### src/rtl/paddle_ball_engine.sv
// Game-state engine for the paddle-and-ball LED game: paddle, ball flight,
// wall/paddle bounces, misses, lives and saturating score.
module paddle_ball_engine #(
  parameter  int GRID_W   = 8,
  parameter  int GRID_H   = 8,
  parameter  int PADDLE_W = 3,
  parameter  int BALL_DIV = 6,
  parameter  int LIVES    = 3,
  parameter  int SCORE_W  = 8,
  localparam int XW = $clog2(GRID_W),
  localparam int YW = $clog2(GRID_H),
  localparam int LW = $clog2(LIVES+1)
) (
  input  logic               CLK,
  input  logic               RST_N,
  input  logic               step_en,
  input  logic               left,
  input  logic               right,
  input  logic               throw,
  input  logic               restart,
  output logic [XW-1:0]      paddle_x,
  output logic [XW-1:0]      ball_x,
  output logic [YW-1:0]      ball_y,
  output logic               held,
  output logic               hit_pulse,
  output logic               miss_pulse,
  output logic [LW-1:0]      lives,
  output logic [SCORE_W-1:0] score,
  output logic               game_over
);
  localparam int DW     = (BALL_DIV > 1) ? $clog2(BALL_DIV) : 1;
  localparam int PX_MAX = GRID_W - PADDLE_W;
  localparam int PX_RST = (GRID_W - PADDLE_W) / 2;
  localparam int HALF   = PADDLE_W / 2;

  typedef enum logic [1:0] {S_HELD, S_FLIGHT, S_OVER} state_t;

  state_t              st_q, st_d;
  logic [XW-1:0]       px_q, px_d, bx_q, bx_d, px_new;
  logic [YW-1:0]       by_q, by_d;
  logic signed [1:0]   dx_q, dx_d, ndx;
  logic                up_q, up_d, do_h, covered, mv_l, mv_r;
  logic [LW-1:0]       lives_q, lives_d;
  logic [SCORE_W-1:0]  score_q, score_d;
  logic [DW-1:0]       div_q, div_d;
  logic                hit_q, hit_d, miss_q, miss_d;

  assign mv_l    = left & ~right;
  assign mv_r    = right & ~left;
  // Paddle check always looks at the paddle position from before this step.
  assign covered = (int'(bx_q) >= int'(px_q)) && (int'(bx_q) <= int'(px_q) + PADDLE_W - 1);

  always_comb begin
    st_d = st_q; px_d = px_q; bx_d = bx_q; by_d = by_q; dx_d = dx_q; up_d = up_q;
    lives_d = lives_q; score_d = score_q; div_d = div_q;
    hit_d = 1'b0; miss_d = 1'b0;
    ndx = dx_q; do_h = 1'b0;
    px_new = px_q;
    if (mv_l && px_q != '0)                     px_new = px_q - 1'b1;
    else if (mv_r && int'(px_q) < PX_MAX)       px_new = px_q + 1'b1;

    if (restart) begin
      st_d = S_HELD; px_d = XW'(PX_RST); bx_d = XW'(PX_RST + HALF); by_d = YW'(1);
      dx_d = 2'sd0; up_d = 1'b1; lives_d = LW'(LIVES); score_d = '0; div_d = '0;
    end else if (step_en) begin
      case (st_q)
        S_HELD: begin
          px_d = px_new;
          bx_d = px_new + XW'(HALF);
          by_d = YW'(1);
          if (throw) begin
            st_d  = S_FLIGHT;
            div_d = '0;
            dx_d  = mv_r ? 2'sd1 : (mv_l ? -2'sd1 : 2'sd0);
            up_d  = 1'b1;
          end
        end
        S_FLIGHT: begin
          px_d = px_new;
          if (div_q != DW'(BALL_DIV - 1)) begin
            div_d = div_q + 1'b1;
          end else begin
            div_d = '0;
            do_h  = 1'b1;
            if (up_q) begin
              if (int'(by_q) < GRID_H - 1) by_d = by_q + 1'b1;
              else begin up_d = 1'b0; by_d = by_q - 1'b1; end
            end else if (int'(by_q) > 1) begin
              by_d = by_q - 1'b1;
            end else if (covered) begin
              up_d  = 1'b1;
              by_d  = YW'(2);
              hit_d = 1'b1;
              if (score_q != '1) score_d = score_q + 1'b1;
              if (bx_q == px_q)                             ndx = -2'sd1;
              else if (int'(bx_q) == int'(px_q) + PADDLE_W - 1) ndx = 2'sd1;
            end else begin
              do_h    = 1'b0;
              miss_d  = 1'b1;
              lives_d = lives_q - 1'b1;
              if (lives_q == LW'(1)) st_d = S_OVER;
              else begin
                st_d = S_HELD; bx_d = px_new + XW'(HALF); by_d = YW'(1);
                dx_d = 2'sd0; up_d = 1'b1;
              end
            end
            if (do_h) begin
              // Reflect off side walls before stepping, so the ball never leaves the grid.
              if (ndx == 2'sd1 && int'(bx_q) == GRID_W - 1) ndx = -2'sd1;
              else if (ndx == -2'sd1 && bx_q == '0)         ndx = 2'sd1;
              dx_d = ndx;
              if (ndx == 2'sd1)       bx_d = bx_q + 1'b1;
              else if (ndx == -2'sd1) bx_d = bx_q - 1'b1;
            end
          end
        end
        default: ;
      endcase
    end
  end

  always_ff @(posedge CLK or negedge RST_N) begin
    if (!RST_N) begin
      st_q <= S_HELD; px_q <= XW'(PX_RST); bx_q <= XW'(PX_RST + HALF); by_q <= YW'(1);
      dx_q <= 2'sd0; up_q <= 1'b1; lives_q <= LW'(LIVES); score_q <= '0; div_q <= '0;
      hit_q <= 1'b0; miss_q <= 1'b0;
    end else begin
      st_q <= st_d; px_q <= px_d; bx_q <= bx_d; by_q <= by_d;
      dx_q <= dx_d; up_q <= up_d; lives_q <= lives_d; score_q <= score_d; div_q <= div_d;
      hit_q <= hit_d; miss_q <= miss_d;
    end
  end

  assign paddle_x   = px_q;
  assign ball_x     = bx_q;
  assign ball_y     = by_q;
  assign held       = (st_q == S_HELD);
  assign game_over  = (st_q == S_OVER);
  assign hit_pulse  = hit_q;
  assign miss_pulse = miss_q;
  assign lives      = lives_q;
  assign score      = score_q;
endmodule

### config.mk
export PLATFORM = sky130hd
export DESIGN_NAME = paddle_ball_engine
export DESIGN_NICKNAME = d
export VERILOG_FILES = /design/src/rtl/paddle_ball_engine.sv
export SDC_FILE = /design/constraint.sdc
export NUM_CORES = 1
export LEC_CHECK = 0
export BUFFER_PORTS_ARGS = -buffer_cell sky130_fd_sc_hd__buf_2
export CORE_MARGIN = 2
export CORE_UTILIZATION = 41
export CTS_CLUSTER_DIAMETER = 120
export DETAILED_ROUTE_END_ITERATION = 7
export PLACE_DENSITY = 0.7
export SYNTH_ARGS = -nofsm -noshare
export SYNTH_HDL_FRONTEND = slang
export SYNTH_SLANG_ARGS = --single-unit
### constraint.sdc
create_clock -name CLK -period 4 [get_ports CLK]
set_clock_uncertainty 0.05 [all_clocks]
set_input_delay 0.2 -clock CLK [delete_from_list [all_inputs] [get_ports CLK]]
set_output_delay 0.2 -clock CLK [all_outputs]
set_load 0.05 [all_outputs]
# Word level (Yosys, flattened, before mapping)
# Index checks and enable logic that the tools add are counted.
# word_totals
regBits	29
output_inout_bits	23
word_cells	194
# op_classes
n_addsub	12
order_cmp	5
n_eq_ne	26
n_mux	112
n_bitwise	4
n_reduce_logical	24
# op_table
op	n
2-to-1 mux 2 bit	42
2-to-1 mux 3 bit	27
2-to-1 mux 8 bit	8
2-to-1 mux 1 bit	29
inequality test 3 bit, second input constant	6
one-hot mux 3 bit (2 select lines)	3
inequality test 4 bit, second input constant	4
adder 3 x 1 -> 3 bit, second input constant	5
AND reduction 7 bit	2
nonzero test 2 bit	5
subtractor 3 x 1 -> 3 bit, second input constant	3
adder 8 x 1 -> 8 bit, second input constant	1
equality test 2 x 1 -> 1 bit, second input constant	4
inequality test 2 bit, second input constant	4
inequality test 8 bit, second input constant	1
one-hot mux 2 bit (2 select lines)	2
AND reduction 4 bit	2
AND reduction 8 bit	1
equality test 2 bit, second input constant	3
less-than comparator 3 bit, second input constant	2
inequality test 6 bit, second input constant	1
AND reduction 3 bit	2
AND reduction 6 bit	1
nonzero test 3 bit	2
17 further kinds	23

# Longest topological paths before layout
# Gate-level depths: netlist of the first run.
# depth
ltp_word	29
mapped_depth	12
mapped_depth_nobuf	12

# Worst setup path before layout of the first run
# OpenSTA, ideal clock, no wires.
# synth_timing
path_type	register to register
start	register px_q[1] (netlist: paddle_x[1])
end	register bx_q[1] (netlist: ball_x[1])
setup_ns	0.098
arrival_ns	2.837
required_time_ns	3.852
path_slack_ns	1.015
path_stages_with_launch	11
period_less_slack_ns	2.985
path_cell_list	dfstp_2 inv_1 ha_1 ha_1 o21bai_1 o2111ai_1 a2bb2oi_1 o32ai_1 nand2_1 xnor2_1 a221oi_1
# synth_via
elab_chain_len	29
# synth_rtl
item	line	rtl
start: declaration	39	logic [XW-1:0] px_q, px_d, bx_q, bx_d, px_new;
start signal: assignment	124	st_q <= S_HELD; px_q <= XW'(PX_RST); bx_q <= XW'(PX_RST + HALF); by_q <= YW'(1);
start signal: assignment	128	st_q <= st_d; px_q <= px_d; bx_q <= bx_d; by_q <= by_d;
parallel branches: the longest is 26 deep, another holds subtractor 4 x 1 -> 5 bit	n/a	
one-hot mux 3 bit (2 select lines) *	66	case (st_q)
2-to-1 mux 3 bit *	65	end else if (step_en) begin
2-to-1 mux 3 bit *	62	if (restart) begin
end signal: assignment	124	
end signal: assignment	128	
end: declaration	39	
# Mark *: on every way between the ends. The select of a mux whose other input is x is not followed.
# A chain may end at the register's enable or synchronous reset.

# Final worst setup path of the first run
# Same ends and word-level chain as after synthesis.

==> results_dict.tcl, run 1 <==
set metrics [dict create \
    clkPwrFrac 0.307 \
    maxSlewViolCount 0 \
    drtIter0Drc 127 \
    cap_violations 0 \
    io_pins 30 \
    wl_per_cell_um 14.4 \
    ctsRootBufferMaster "clkbuf_8" \
    rsz0062_at_grt "false" \
    comb_power_share 0.272 \
    yosysTopAreaCell "dfrtp_1" \
    synth_edf_count 0 \
    numCtsBuffers 5 \
    outcome "finished, final reports clean" \
    htreeDepth 2 \
    setup_tns_ns 0 \
    die_w_um 76.9 \
    synthAdderAreaFrac 0.132 \
    powerDensity_nw_per_um2 313 \
    leakage_nw 1.20 \
    area_growth_pct 13.8 \
    grt_pass1_wl_mm 8.98 \
    first_pass_iters 5 \
    core_um2 5110 \
    grt_max_degree 30 \
    hold_path.class "in -> reg" \
    peakVddDrop_mv 0.204 \
    dp_hpwl_mm 3.77 \
    synth_top_area_share 0.252 \
    initial_core_util 0.427 \
    setup_viol_count_final 0 \
    grt-ovfl-total 0 \
    switching_power_mw 0.277 \
    seq_power_share 0.421 \
    crit_type "reg -> reg" \
    syn-num-nets 280 \
    clk_path_buf_depth 2 \
    syn_inst 250 \
    synth_compound_area_frac 0.177 \
    synthMuxAreaShare 0.0184 \
    worst_pin_slew_ns 0.679 \
    cp-start-kind "register" \
    rows 26 \
    dr_total_vias 1955 \
    path_clk_slew_ns 0.07 \
    fin_crit_ns 3.06 \
    die-area_um2 5920 \
    via_per_inst 5.54 \
    die_y_um 76.9 \
    yosys-top-cells-area "dfrtp_1 25%, ha_1 13%, dfstp_2 8.4%" \
    post_cts_resized 0 \
    drive_above_1_share 0.177 \
    synth-simple-area-share 0.237 \
    gp_congestion 0.829 \
    ys_types 54 \
    synth_ff_type "dfrtp_1" \
    critPathMaxFanout 6 \
    place.port_buffers 29 \
    maxSlewHeadroom 0.544 \
    cp.required_ns 4.13 \
    p_total_mw 0.777 \
    grt_pass1_vias 1927 \
    cts_tree "yes" \
    yosys_register_bits 29 \
    seq_area_frac_synth 0.337 \
    swShare 0.356 \
    cts.sinks 29 \
    nNetsFinal 312 \
    wl_mm 5.08 \
    intPower_mw 0.500 \
    async_reset_ff_frac 1.00 \
    synth_top_family_by_area "simple AND/OR/NAND/NOR gates" \
    clk_latency_ns 0.28 \
    syn_area_per_cell_um2 8.72 \
    fillCellCount 518 \
    holdWs_ns 0.296 \
    diodes 0 \
    period_share 0.764 \
    ant_nets 0 \
    yosys_warnings 0 \
    fmax_ghz 0.327 \
    syn_area_um2 2180 \
    cp.arrival_ns 3.19 \
    finalHoldViolCount 0 \
    route.detailed.drc 0 \
    worst_setup_path_end_kind "register" \
    synth_xor_area_frac 0.0562 \
    antenna_found_initial 0 \
    grt_usage 0.184 \
]
==> final timing paths <==
check	start	to	slack [ns]	depth (start not counted)
setup / recovery	paddle_x[1]	ball_x[1]	0.94	10
hold reg to reg	div_q[2]	div_q[2]	0.47	1
hold / removal	restart	score[0]	0.30	2
max in group asynchronous	RST_N	div_q[1]	3.01	2
setup reg to reg	paddle_x[1]	ball_x[1]	0.94	10
min in group asynchronous	RST_N	score[3]	0.44	2
==> final cells by class <==
cell class,instances,area [µm²],share of cell area
Clock buffer,5,68.8,0.0277
Timing Repair Buffer,30,155,0.0625
Tap cell,70,87.6,0.0353
Inverter,17,63.8,0.0257
Clock inverter,3,17.5,0.00706
Multi-Input combinational cell,199,1350,0.546
Sequential cell,29,734,0.296
==> power groups by stage <==
stage               Clock, mW  Sequential (mW)  Combinational, mW
finish                  0.239            0.327              0.212
floorplan                   0            0.350              0.139
global route            0.257            0.330              0.237
global placement            0            0.332              0.205
detailed placement          0            0.332              0.208
CTS                     0.244            0.327              0.210
==> routing by layer <==
metal / routed length, µm / track usage
met4: 51 / 0.0436
met5: 0 / 0
met2: 2360 / 0.309
met3: 313 / 0.0318
met1: 2350 / 0.246
==> kinds of logic after synthesis <==
group	Yosys count
AND/OR/NAND/NOR	101
AO/OA/AOI/OAI	57
flip-flops	29
adder cells (fa/ha/maj)	23
buffers and inverters	22
XOR/XNOR	14
multiplexers	4
==> worst max-delay path, stage by stage, from the launching register on <==
cell and delay [ns]:
dfstp_2 0.58, inv_1 0.11, ha_1 0.32, ha_1 0.30, o21bai_1 0.27, o2111ai_1 0.21
a2bb2oi_1 0.17, o32ai_1 0.39, nand2_1 0.15, xnor2_1 0.15, a221oi_1 0.25
==> metrics by stage <==
step                      utilization  std cells  area (µm²)  setup slack (ns)
after floorplan                     -        250        2180              1.02
after global placement          0.467        344        2380              1.13
after detailed placement        0.467        344        2380             0.986
after CTS                       0.486        353        2480             0.963
after global routing            0.486        353        2480             0.647
final                           0.486        353        2480             0.943
==> synth_stat cells, types with 2 or more instances <==
library cell / number
o32ai_1: 2
o21ai_1: 2
o21ai_0: 7
nand3_1: 3
nand2_1: 22
dfrtp_1: 22
xor2_1: 7
mux2i_1: 4
a31oi_1: 5
nand2b_1: 4
a21oi_1: 15
clkbuf_1: 2
xnor2_1: 7
nor3_1: 5
nor2_1: 34
nor2b_1: 5
o22ai_1: 4
or3_1: 2
inv_1: 17
nor4_1: 4
o221ai_1: 2
and3_1: 5
nand4_1: 5
o21a_1: 2
a211o_1: 2
a21boi_0: 2
dfstp_2: 7
and2_1: 3
and4_1: 2
ha_1: 23
==> state kept, by name, summed over array words and instances (netlist names) <==
register,cells
div_q,3
ball_x,3
lives,2
st_q,2
miss_pulse,1
up_q,1
hit_pulse,1
score,8
ball_y,3
paddle_x,3
dx_q,2
==> cell usage in the layout, fill, tap and decap left out, types with 3 or more instances in the layout <==
cell / instances
nor2_1: 34
nor3_1: 5
nor4_1: 4
nand2b_1: 4
o21ai_0: 7
a31oi_1: 5
xor2_1: 7
and3_1: 5
inv_1: 17
clkbuf_8: 5
mux2i_1: 4
xnor2_1: 7
ha_1: 23
nand4_1: 5
dfrtp_1: 22
nand2_1: 22
and2_1: 3
dfstp_2: 7
nor2b_1: 5
nand3_1: 3
a21oi_1: 15
o22ai_1: 4
buf_2: 29
==> repair_timing <==
item	in CTS	in global routing
hold endpoints to repair	22	0
hold buffers	1	0
setup buffers	0	0
Note: power is estimated with default switching activity, not from simulation.
==> inputs of run 2 (changes only) <==
--- a/config.mk
+++ b/config.mk
@@ -10,7 +10,7 @@
 export CORE_UTILIZATION = 41
 export CTS_CLUSTER_DIAMETER = 120
 export DETAILED_ROUTE_END_ITERATION = 7
-export PLACE_DENSITY = 0.7
+export PLACE_DENSITY = 0.72
 export SYNTH_ARGS = -nofsm -noshare
 export SYNTH_HDL_FRONTEND = slang
 export SYNTH_SLANG_ARGS = --single-unit
==> constraint.sdc (replaced) <==
create_clock -name CLK -period 2.7 [get_ports CLK]
set_clock_uncertainty 0.05 [all_clocks]
set_input_delay 0.135 -clock CLK [delete_from_list [all_inputs] [get_ports CLK]]
set_output_delay 0.135 -clock CLK [all_outputs]
set_load 0.05 [all_outputs]
==> run 2 against run 1 <==
First-iteration DRC count shrank 6.3%. Critical path depth did not move. Cell area grew 6.8%. Routed wire length up 0.37%. Cell count grew 1.7%. Clock power increased by 38%. Clock-buffer cell count is 3 higher. Highest routed layer unchanged. Power rose by 53%. Flip-flop and latch count is the same. Core utilization grew 3.3 points. Critical path type unchanged.
==> results_dict.tcl, run 2 (same netlist as run 1, synthesis figures left out) <==
set metrics [dict create \
    grt_pass1_vias 1904 \
    fin_crit_ns 2.68 \
    dr_total_vias 1966 \
    cp-start-kind "register" \
    wl_per_cell_um 14.2 \
    period_share 0.991 \
    maxSlewViolCount 0 \
    grt_pass1_wl_mm 8.89 \
    die_y_um 76.9 \
    drtIter0Drc 119 \
    htreeDepth 2 \
    dp_slack_ns 0.0276 \
    peakVddDrop_mv 0.243 \
    critPathMaxFanout 6 \
    worst_slack_ns 0.0231 \
    clk_latency_ns 0.27 \
    path_clk_slew_ns 0.06 \
    reg2reg_to "ball_x[1]" \
    antenna_found_initial 0 \
    dp_hpwl_mm 3.88 \
    core_um2 5110 \
    grt-ovfl-total 0 \
    place.port_buffers 29 \
    worst_setup_path_end_kind "register" \
    numCtsBuffers 5 \
    cp.required_ns 2.83 \
    first_pass_iters 4 \
    nNetsFinal 318 \
    seqCellArea_um2 738 \
    drive_above_1_share 0.235 \
    cts.sinks 29 \
    rsz0062_at_grt "true" \
    multi_input_area_um2 1470 \
    ant_nets 0 \
    area_growth_pct 21.5 \
    outcome "finished, final reports clean" \
    clk_path_buf_depth 2 \
    fillCellCount 497 \
    setup_tns_ns 0 \
    final_common_cell "nor2_1" \
    maxSlewHeadroom 0.571 \
    crit_type "reg -> reg" \
    rrSetupSlack_ns 0.02 \
    io_pins 30 \
    wl_mm 5.10 \
    layout.cells.most_common_list "32 x nor2_1, 29 x buf_2, 22 x dfrtp_1" \
    holdWs_ns 0.226 \
    die-area_um2 5920 \
    ctsRootBufferMaster "clkbuf_8" \
    hold_start "step_en" \
    route.detailed.drc 0 \
    setup_viol_count_final 0 \
    worst_pin_slew_ns 0.644 \
    grt_max_degree 30 \
    whs_path_depth 4 \
    fmax_ghz 0.374 \
    cap_violations 0 \
    grt_usage 0.186 \
    diodes 0 \
    gp_congestion 0.891 \
    initial_core_util 0.427 \
    holdPathEnd "hit_pulse" \
    die_w_um 76.9 \
    finalHoldViolCount 0 \
    rows 26 \
    cp.arrival_ns 2.81 \
    leakage_nw 1.23 \
    powerDensity_nw_per_um2 449 \
    largest_reg_flops 8 \
    via_per_inst 5.48 \
    r2r_start "paddle_x[1]" \
    hold_path.class "in -> reg" \
    startpoint "paddle_x[1]" \
    cts_tree "yes" \
    ff2ff_path_depth 10 \
]
==> run 2: worst max-delay path, stage by stage, from the launching register on <==
cell and delay [ns]:
dfstp_4 0.66, inv_6 0.05, ha_4 0.26, ha_4 0.20
o21bai_4 0.18, o2111ai_4 0.15, a2bb2oi_2 0.17, o32ai_2 0.32
nand2_1 0.15, xnor2_1 0.15, a221oi_1 0.24
==> run 2: power breakdown <==
part / leakage [nW] / switching, mW / internal (mW)
clock network: 0.0395 / 0.149 / 0.182
logic: 0.817 / 0.226 / 0.143
registers: 0.375 / 0.0326 / 0.456
==> run 2: how the worst max path moves through the flow <==
stage | slack (ns) | to
4_1_cts | 0.02 | ball_x[1]
6_report | 0.02 | ball_x[1]
3_5_place_dp | 0.03 | ball_x[1]
3_3_place_gp | 0.12 | ball_x[1]
2_1_floorplan | 0.07 | ball_y[2]
5_1_grt | -0.07 | ball_x[1]
==> run 2: timing repair <==
| item | 4_1_cts | 5_1_grt |
|---|---|---|
| endpoints found under the hold margin | 22 | 0 |
| hold buffers | 1 | 0 |
| setup buffers | 0 | 1 |
| resized for setup | 0 | 14 |
| endpoints found under the setup margin | 0 | 10 |
==> run 2: metal layers <==
layer | part of all wire | track usage
met5 | 0 | 0
met4 | 0.016 | 0.0491
met3 | 0.046 | 0.0341
met2 | 0.49 | 0.311
met1 | 0.45 | 0.247
==> run 2: area by class of cell <==
class / instances / share of cell area
clock buffer: 8 / 0.0302
inverter: 17 / 0.0260
timing repair buffer: 36 / 0.0784
multi-input combinational: 199 / 0.554
sequential: 29 / 0.279
tap: 70 / 0.0331
==> run 2: metrics by stage <==
stage           util  power [mW]  std cells  cell area, µm²
6_report       0.519        1.19        359            2650
5_1_grt        0.519        1.26        359            2650
4_1_cts        0.502        1.17        358            2560
3_5_place_dp   0.485       0.827        349            2470
3_3_place_gp   0.485       0.819        349            2470
2_1_floorplan      -       0.740        250            2230
